--- src/rtl/byte_pair_packer.sv ---
// Byte stream to byte-pair packer with valid/ready on both sides.
// Odd bursts are closed with PAD; completed output handshakes are counted.
//
// state | meaning
// EMPTY | no byte held
// HALF  | d1 loaded, waiting for second byte
// FULL  | pair presented on d1/d2
module byte_pair_packer #(
   parameter logic [7:0] PAD = 8'h00
) (
   input  logic        i_clk,
   input  logic        i_rst_n,
   input  logic [7:0]  i_in_data,
   input  logic        i_in_valid,
   input  logic        i_in_last,
   output logic        o_in_ready,
   output logic [7:0]  o_d1,
   output logic [7:0]  o_d2,
   output logic        o_out_odd,
   output logic        o_out_valid,
   input  logic        i_out_ready,
   output logic [15:0] o_pair_count
);

   typedef enum logic [1:0] {
      EMPTY = 2'd0,
      HALF  = 2'd1,
      FULL  = 2'd2
   } state_t;

   state_t      r_state;
   logic [7:0]  r_d1;
   logic [7:0]  r_d2;
   logic        r_odd;
   logic [15:0] r_cnt;

   state_t      w_state_nxt;
   logic [7:0]  w_d1_nxt;
   logic [7:0]  w_d2_nxt;
   logic        w_odd_nxt;
   logic        w_in_acc;
   logic        w_out_acc;

   assign o_out_valid  = (r_state == FULL);
   assign o_in_ready   = (r_state != FULL) | i_out_ready;
   assign w_in_acc     = i_in_valid & o_in_ready;
   assign w_out_acc    = o_out_valid & i_out_ready;
   assign o_d1         = r_d1;
   assign o_d2         = r_d2;
   assign o_out_odd    = r_odd;
   assign o_pair_count = r_cnt;

   always_comb begin
      w_state_nxt = r_state;
      w_d1_nxt    = r_d1;
      w_d2_nxt    = r_d2;
      w_odd_nxt   = r_odd;
      case (r_state)
         EMPTY: begin
            if (w_in_acc) begin
               w_d1_nxt = i_in_data;
               if (i_in_last) begin
                  w_d2_nxt    = PAD;
                  w_odd_nxt   = 1'b1;
                  w_state_nxt = FULL;
               end else begin
                  w_state_nxt = HALF;
               end
            end
         end
         HALF: begin
            // in_last is irrelevant here: the pair closes either way
            if (w_in_acc) begin
               w_d2_nxt    = i_in_data;
               w_odd_nxt   = 1'b0;
               w_state_nxt = FULL;
            end
         end
         FULL: begin
            if (w_out_acc) begin
               if (w_in_acc) begin
                  w_d1_nxt = i_in_data;
                  if (i_in_last) begin
                     w_d2_nxt    = PAD;
                     w_odd_nxt   = 1'b1;
                     w_state_nxt = FULL;
                  end else begin
                     w_state_nxt = HALF;
                  end
               end else begin
                  w_state_nxt = EMPTY;
               end
            end
         end
         default: w_state_nxt = EMPTY;
      endcase
   end

   always_ff @(posedge i_clk or negedge i_rst_n) begin
      if (!i_rst_n) begin
         r_state <= EMPTY;
         r_d1    <= 8'h00;
         r_d2    <= 8'h00;
         r_odd   <= 1'b0;
         r_cnt   <= 16'h0000;
      end else begin
         r_state <= w_state_nxt;
         r_d1    <= w_d1_nxt;
         r_d2    <= w_d2_nxt;
         r_odd   <= w_odd_nxt;
         if (w_out_acc)
            r_cnt <= r_cnt + 16'd1;
      end
   end

endmodule

--- config.mk ---
export PLATFORM = sky130hd
export DESIGN_NAME = byte_pair_packer
export DESIGN_NICKNAME = d
export VERILOG_FILES = /design/src/rtl/byte_pair_packer.sv
export SDC_FILE = /design/constraint.sdc
export NUM_CORES = 1
export LEC_CHECK = 0
export ABC_AREA = 1
export CORE_UTILIZATION = 43
export DETAILED_ROUTE_END_ITERATION = 6
export GPL_TIMING_DRIVEN = 1
export PLACE_DENSITY = 0.73
export RECOVER_POWER = 25
export SYNTH_ARGS = -nofsm -noshare
export SYNTH_HDL_FRONTEND = slang
export SYNTH_SLANG_ARGS = --single-unit
--- constraint.sdc ---
create_clock -name i_clk -period 1.7 [get_ports i_clk]
set_input_delay 0.17 -clock i_clk [delete_from_list [all_inputs] [get_ports i_clk]]
set_output_delay 0.17 -clock i_clk [all_outputs]
set_load 0.01 [all_outputs]
==> results.md, run 1 <==
* Nets at 274
* Endpoint class of the critical path: output port
* Tightest Pin Transition at 852 ps
* Synthesis-to-layout area growth at 35.5%
* Largest area contributor in the netlist: dfrtp_1
* Post-CTS sizing at 0
* Vias/cell at 4.64
* Final Critical Period at 1630 ps
* Grt ovf at 0
* Most used flip-flop cell after synthesis: dfrtp_1
* Die W at 65.3 um
* DRT Wirelength at 3560 um
* Initial DRC Count at 73
* Startpoint types: flip-flop
* DR vias at 1433
* Post-synthesis cell area at 0.00172 mm2
* R2R setup slack at 270 ps
* Top post-synthesis cells by area: dfrtp_1 (51%), nand2_1 (14%), inv_1 (5.7%)
* H-tree depth at 2
* Placer Congestion at 0.802
* Kind of critical path: flip-flop to output port
* Post-route ant nets at 0
* Clock Latency Late Sink at 290 ps
* Synth Warn # at 0
* Hold Worst Slack at 458 ps
* CP max FO at 3
* Commonest non-fill, non-tap cells in the layout: nand2_1 (66), clkdlybuf4s50_1 (46), dfrtp_1 (35), inv_1 (26), nor2_1 (19)
* VDD IR max at 0.596 mV
* Final setup viols at 0
* Clk root buf: clkbuf_8
* Seq/Total Area, Yosys at 50.9%
* Finished Layout Cells at 309
* Clock transition at path regs at 70 ps
* Diodes inserted at 0
* Max Clk Rate at 612 MHz
* Share of cells above drive strength 1 at 9.96%
* Count of different cell masters after synthesis at 25
* Port bufs at 47
* TritonCTS clock tree: built
* Clock Tree Buf Depth at 2
* Slew Viols, Final at 0
* Commonest non-fill, non-tap cell in the layout: nand2_1
* Num rows at 22
* Initial Util at 46.0%
* Full die area at 0.00426 mm2
* Cell count after synthesis at 208
* Initial antenna violation count at 0
* Post-synth EDFFs at 0
* Detailed Place HPWL at 2630 um
* First-pass GRT wire length at 6150 um
* CTS Buf Count at 5
* Min-delay worst type: input port to flip-flop
* P_leak at 1.15 nW
* Maxcap violations at 0
* Die height at 65.3 um
* PwrDens at 1160 mW/mm2
* Ys async rst share at 100%
* Ports at 48
* Setup TNS at 0 ps
* Initial DRT Pass Iterations at 4
* Yosys top cell area share at 50.9%
* DRC at 0
* CP Data Required Time at 1530 ps
* Status: completed
* Clock sinks at 35
* Final worst path period share at 96.1%
* Gr usage total at 18.9%
* Clock skew at 7.57 ps
* Synthesized area per cell at 8.28 um2
* Setup repair after global routing missed its margin: no
* DP Cell Count at 301
* # hold bufs at CTS at 0
* Post-CTS setup buffer count at 0
* Wirelength per Cell at 11.5 um
* Yosys reg bits at 35
* Arr. time, crit path at 1460 ps
* Count of final hold-check violations at 0
* Syn Nets at 222
* Relative slew slack at 43.2%
* Vias in the first global route at 1331
* Core Region at 0.00374 mm2
* Pin count of the biggest net entering global routing at 36
[layout make-up]
cell class              instances  area (um2)
inverters                      29         111
flip-flops and latches         35         876
repair buffers                 48         475
multi-input cells             141         707
clock inverters                 1        7.51
well taps                      48        60.1
fillers                       356        1410
clock buffers                   7        96.3
[cell usage after synthesis, types with 2 or more instances]
| master | instances |
|---|---|
| nand2_1 | 66 |
| nor2_1 | 19 |
| dfrtp_1 | 35 |
| inv_2 | 2 |
| buf_6 | 2 |
| o21ai_1 | 2 |
| inv_1 | 26 |
| nand4_1 | 3 |
| xor2_1 | 4 |
| xnor2_1 | 5 |
| nand3_1 | 14 |
| nor2_4 | 3 |
| nor3_1 | 2 |
| nand2_4 | 3 |
| o21ai_0 | 8 |
| nand2_2 | 5 |
[cell families (layout without fill, tap and decap cells)]
family                     count (synthesis)  after routing  synth area share [%]
adders and majority gates                  1              1                 0.727
AOI/OAI and AO/OA                         12             12                  3.78
DFF                                       35             35                  50.9
and+or+nand+nor                          119            119                  32.0
buffers and inverters                     32             85                  8.07
xor gates and xnor gates                   9              9                  4.58
[flip-flops by register name, indices dropped and copies added (netlist names)]
signal        flops
o_d1              8
o_d2              8
o_out_odd         1
o_pair_count     16
r_state           2
[critical path: stages (launching register included)]
cell and delay (ps):
dfrtp_1 450, nor2_4 180, clkdlybuf4s50_1 550
[where the power goes]
| part | total (W) | switching, W | internal [W] | leakage (nW) |
|---|---|---|---|---|
| clock network | 0.000679 | 0.000311 | 0.000369 | 0.0505 |
| logic | 0.000864 | 0.000414 | 0.000450 | 0.654 |
| registers | 0.00116 | 0.000154 | 0.00101 | 0.445 |
| total | 0.00271 | 0.000878 | 0.00183 | 1.15 |
[per-layer routing]
layer	global-route usage, %	share of wire, %	vias to the layer above
met2	30.2	47	50
li1	-	-	738
met5	0	0	-
met3	5.73	6.9	3
met4	4.08	0.76	0
met1	25.3	46	642
[worst paths after layout]
check | from | to | cells after the start
min in group asynchronous | i_rst_n | o_pair_count[2] | 2
hold reg to reg | o_d1[7] | o_d1[7] | 2
setup reg to reg | o_pair_count[1] | o_pair_count[12] | 8
max in group asynchronous | i_rst_n | o_d2[2] | 2
hold / removal | i_in_data[2] | o_d1[2] | 3
setup / recovery | r_state[0] | o_out_valid | 2
[through the flow]
step / utilization, % / cell area, um2 / total power (W) / setup WS, ps
3_3_place_gp: 59.6 / 2230 / 0.00203 / 127
5_1_grt: 62.3 / 2330 / 0.00288 / 28.1
3_5_place_dp: 59.6 / 2230 / 0.00204 / 75.6
2_1_floorplan: - / 1720 / 0.00158 / 395
4_1_cts: 62.4 / 2340 / 0.00273 / 54.6
6_report: 62.3 / 2330 / 0.00271 / 66.7
Note: power is estimated with default switching activity, not from simulation.
==> inputs of run 2 (changes only) <==
--- a/config.mk
+++ b/config.mk
@@ -6,6 +6,7 @@
 export NUM_CORES = 1
 export LEC_CHECK = 0
 export ABC_AREA = 1
+export CORE_ASPECT_RATIO = 2
 export CORE_UTILIZATION = 43
 export DETAILED_ROUTE_END_ITERATION = 6
 export GPL_TIMING_DRIVEN = 1
==> results.md, run 2 (same netlist as run 1, synthesis figures left out) <==
* Status: completed (unchanged)
* DRT Wirelength at 3690 um (was 3560 um)
* Vias in the first global route at 1503 (was 1331)
* R2R depth at 8 (unchanged)
* GRT Max-Usage Layer: met2 (unchanged)
* WHS Endpoint: o_d1[5] (was o_d1[2])
* Area taken by multi-input logic gates at 707 um2 (unchanged)
* Initial antenna violation count at 0 (unchanged)
* Placer Congestion at 0.807 (was 0.802)
* Maxcap violations at 0 (unchanged)
* Clock sinks at 35 (unchanged)
* CTS Buf Count at 5 (unchanged)
* Setup TNS at 0 ps (unchanged)
* CP Data Required Time at 1530 ps (about the same)
* Final worst path period share at 95.8% (was 96.1%)
* Clock Latency Late Sink at 280 ps (was 290 ps)
* H-tree depth at 2 (unchanged)
* Die height at 91.5 um (was 65.3 um)
* Wirelength per Cell at 11.8 um (was 11.5 um)
* PwrDens at 1150 mW/mm2 (was 1160 mW/mm2)
* Full die area at 0.00428 mm2 (was 0.00426 mm2)
* Cell area after layout at 0.00233 mm2 (unchanged)
* Endpoint class of the critical path: output port (unchanged)
* DR vias at 1443 (was 1433)
* Count of final hold-check violations at 0 (unchanged)
* Commonest non-fill, non-tap cell in the layout: nand2_1 (unchanged)
* Gr usage total at 20.2% (was 18.9%)
* Met1 global-route usage at 19.8% (was 25.3%)
* R2R setup slack at 210 ps (was 270 ps)
* P_leak at 1.15 nW (about the same)
* Finished Layout Cells at 312 (was 309)
* # hold bufs at CTS at 0 (unchanged)
* Tightest Pin Transition at 869 ps (was 852 ps)
* First-pass GRT wire length at 6270 um (was 6150 um)
* Clock transition at path regs at 70 ps (about the same)
* Worst hold stages at 3 (unchanged)
* Max Clk Rate at 614 MHz (was 612 MHz)
* Core Region at 0.00384 mm2 (was 0.00374 mm2)
* DP Cell Count at 304 (was 301)
* Max reg flops at 16 (unchanged)
* FF+latch area at 876 um2 (unchanged)
* Initial Util at 44.8% (was 46.0%)
* GR Util met2 at 36.0% (was 30.2%)
* VDD IR max at 0.742 mV (was 0.596 mV)
* Switch Pwr at 0.000854 W (was 0.000878 W)
* Final Critical Period at 1630 ps (about the same)
* DRC at 0 (unchanged)
* Post-route ant nets at 0 (unchanged)
* Num rows at 32 (was 22)
* Comb power frac at 32.3% (was 31.9%)
* Worst R2R End: o_pair_count[12] (unchanged)
* Post-CTS setup buffer count at 0 (unchanged)
* Kind of critical path: flip-flop to output port (unchanged)
* Die W at 46.7 um (was 65.3 um)
* Clock share of power at 24.5% (was 25.1%)
* Slew Viols, Final at 0 (unchanged)
* Seq pwr share at 43.2% (was 43.0%)
* Hold path start: i_in_data[5] (was i_in_data[2])
* TritonCTS clock tree: built (unchanged)
* Port bufs at 47 (unchanged)
* Synthesis-to-layout area growth at 35.5% (unchanged)
* CP max stage cell: clkdlybuf4s50_1 (unchanged)
* Initial DRC Count at 33 (was 73)
* Fill cell count at 356 (unchanged)
* Post-CTS sizing at 0 (unchanged)
* Clock skew at 6.20 ps (was 7.57 ps)
* Vias/cell at 4.63 (was 4.64)
* Share of cells above drive strength 1 at 9.58% (was 9.96%)
* Relative slew slack at 42.1% (was 43.2%)
* M3 GR Usage at 3.78% (was 5.73%)
* Bufs and invs on worst path at 1 (unchanged)
* Top delay family on crit path: buffers and inverters (unchanged)
* Pin count of the biggest net entering global routing at 36 (unchanged)
* Min-delay worst type: input port to flip-flop (unchanged)
* Initial DRT Pass Iterations at 4 (unchanged)
* Clock Tree Buf Depth at 2 (unchanged)
* P_int at 0.00183 W (about the same)
* CP peak stage delay at 550 ps (about the same)
* Detailed Place HPWL at 2800 um (was 2630 um)
* Grt ovf at 0 (unchanged)
* Worst path cell trace: nor2_4 -> clkdlybuf4s50_1 (unchanged)
* Diodes inserted at 0 (unchanged)
* Startpoint types: flip-flop (unchanged)
* Final setup viols at 0 (unchanged)
* CP max FO at 3 (unchanged)
* Commonest non-fill, non-tap cells in the layout: nand2_1 (66), clkdlybuf4s50_1 (46), dfrtp_1 (35), inv_1 (26), nor2_1 (19) (unchanged)
* Switching portion of total power at 31.8% (was 32.5%)
* Post-Place Cell Area at 0.00224 mm2 (was 0.00223 mm2)
* Hold Worst Slack at 469 ps (was 458 ps)
* Setup repair after global routing missed its margin: no (unchanged)
* Arr. time, crit path at 1460 ps (about the same)
* Nets at 274 (unchanged)
* Clk root buf: clkbuf_8 (unchanged)
* Worst R2R Start: o_pair_count[0] (was o_pair_count[1])
* Ports at 48 (unchanged)
run 2: how the worst max path moves through the flow:
stage / start / to / slack (ps) / cells past startpoint
2_1_floorplan: o_pair_count[0] / o_pair_count[12] / 390 / 8
3_3_place_gp: i_out_ready / o_d2[0] / 70 / 9
3_5_place_dp: i_out_ready / o_d2[1] / 20 / 9
4_1_cts: r_state[0] / o_out_valid / 50 / 2
5_1_grt: r_state[0] / o_out_valid / 3 / 2
6_report: r_state[0] / o_out_valid / 70 / 2
run 2: worst register-to-register path: stages (launching register included):
cell,delay [ps]
dfrtp_1,400
ha_1,200
nand3_1,100
nor3_2,300
nand2_1,140
inv_1,90
nand2_1,50
nand2_1,60
nand2_1,40
run 2: cell type report:
type / count / share of cell area (%)
clock buffers: 8 / 4.29
inverters: 29 / 4.77
multi-input cells: 141 / 30.3
flip-flops and latches: 35 / 37.5
well taps: 51 / 2.73
repair buffers: 48 / 20.4
run 2: per-layer routing:
layer | routed length (um) | part of all wire (%)
met1 | 1350 | 37
met4 | 97 | 2.6
met5 | 0 | 0
met3 | 129 | 3.5
met2 | 2110 | 57
run 2: metrics by stage:
stage | util, % | setup WS, ps | total power, W
2_1_floorplan | - | 395 | 0.00158
6_report | 60.7 | 71.5 | 0.00268
5_1_grt | 60.7 | 2.50 | 0.00285
3_3_place_gp | 58.2 | 66.4 | 0.00204
4_1_cts | 60.8 | 52.6 | 0.00273
3_5_place_dp | 58.2 | 20.2 | 0.00205
run 2: power groups by stage:
stage	sequential (W)	combinational (W)	clock [W]
after global placement	0.00117	0.000867	0
after detailed placement	0.00117	0.000881	0
final	0.00116	0.000865	0.000657
after global routing	0.00118	0.000946	0.000716
after CTS	0.00116	0.000884	0.000687
after floorplan	0.00123	0.000348	0
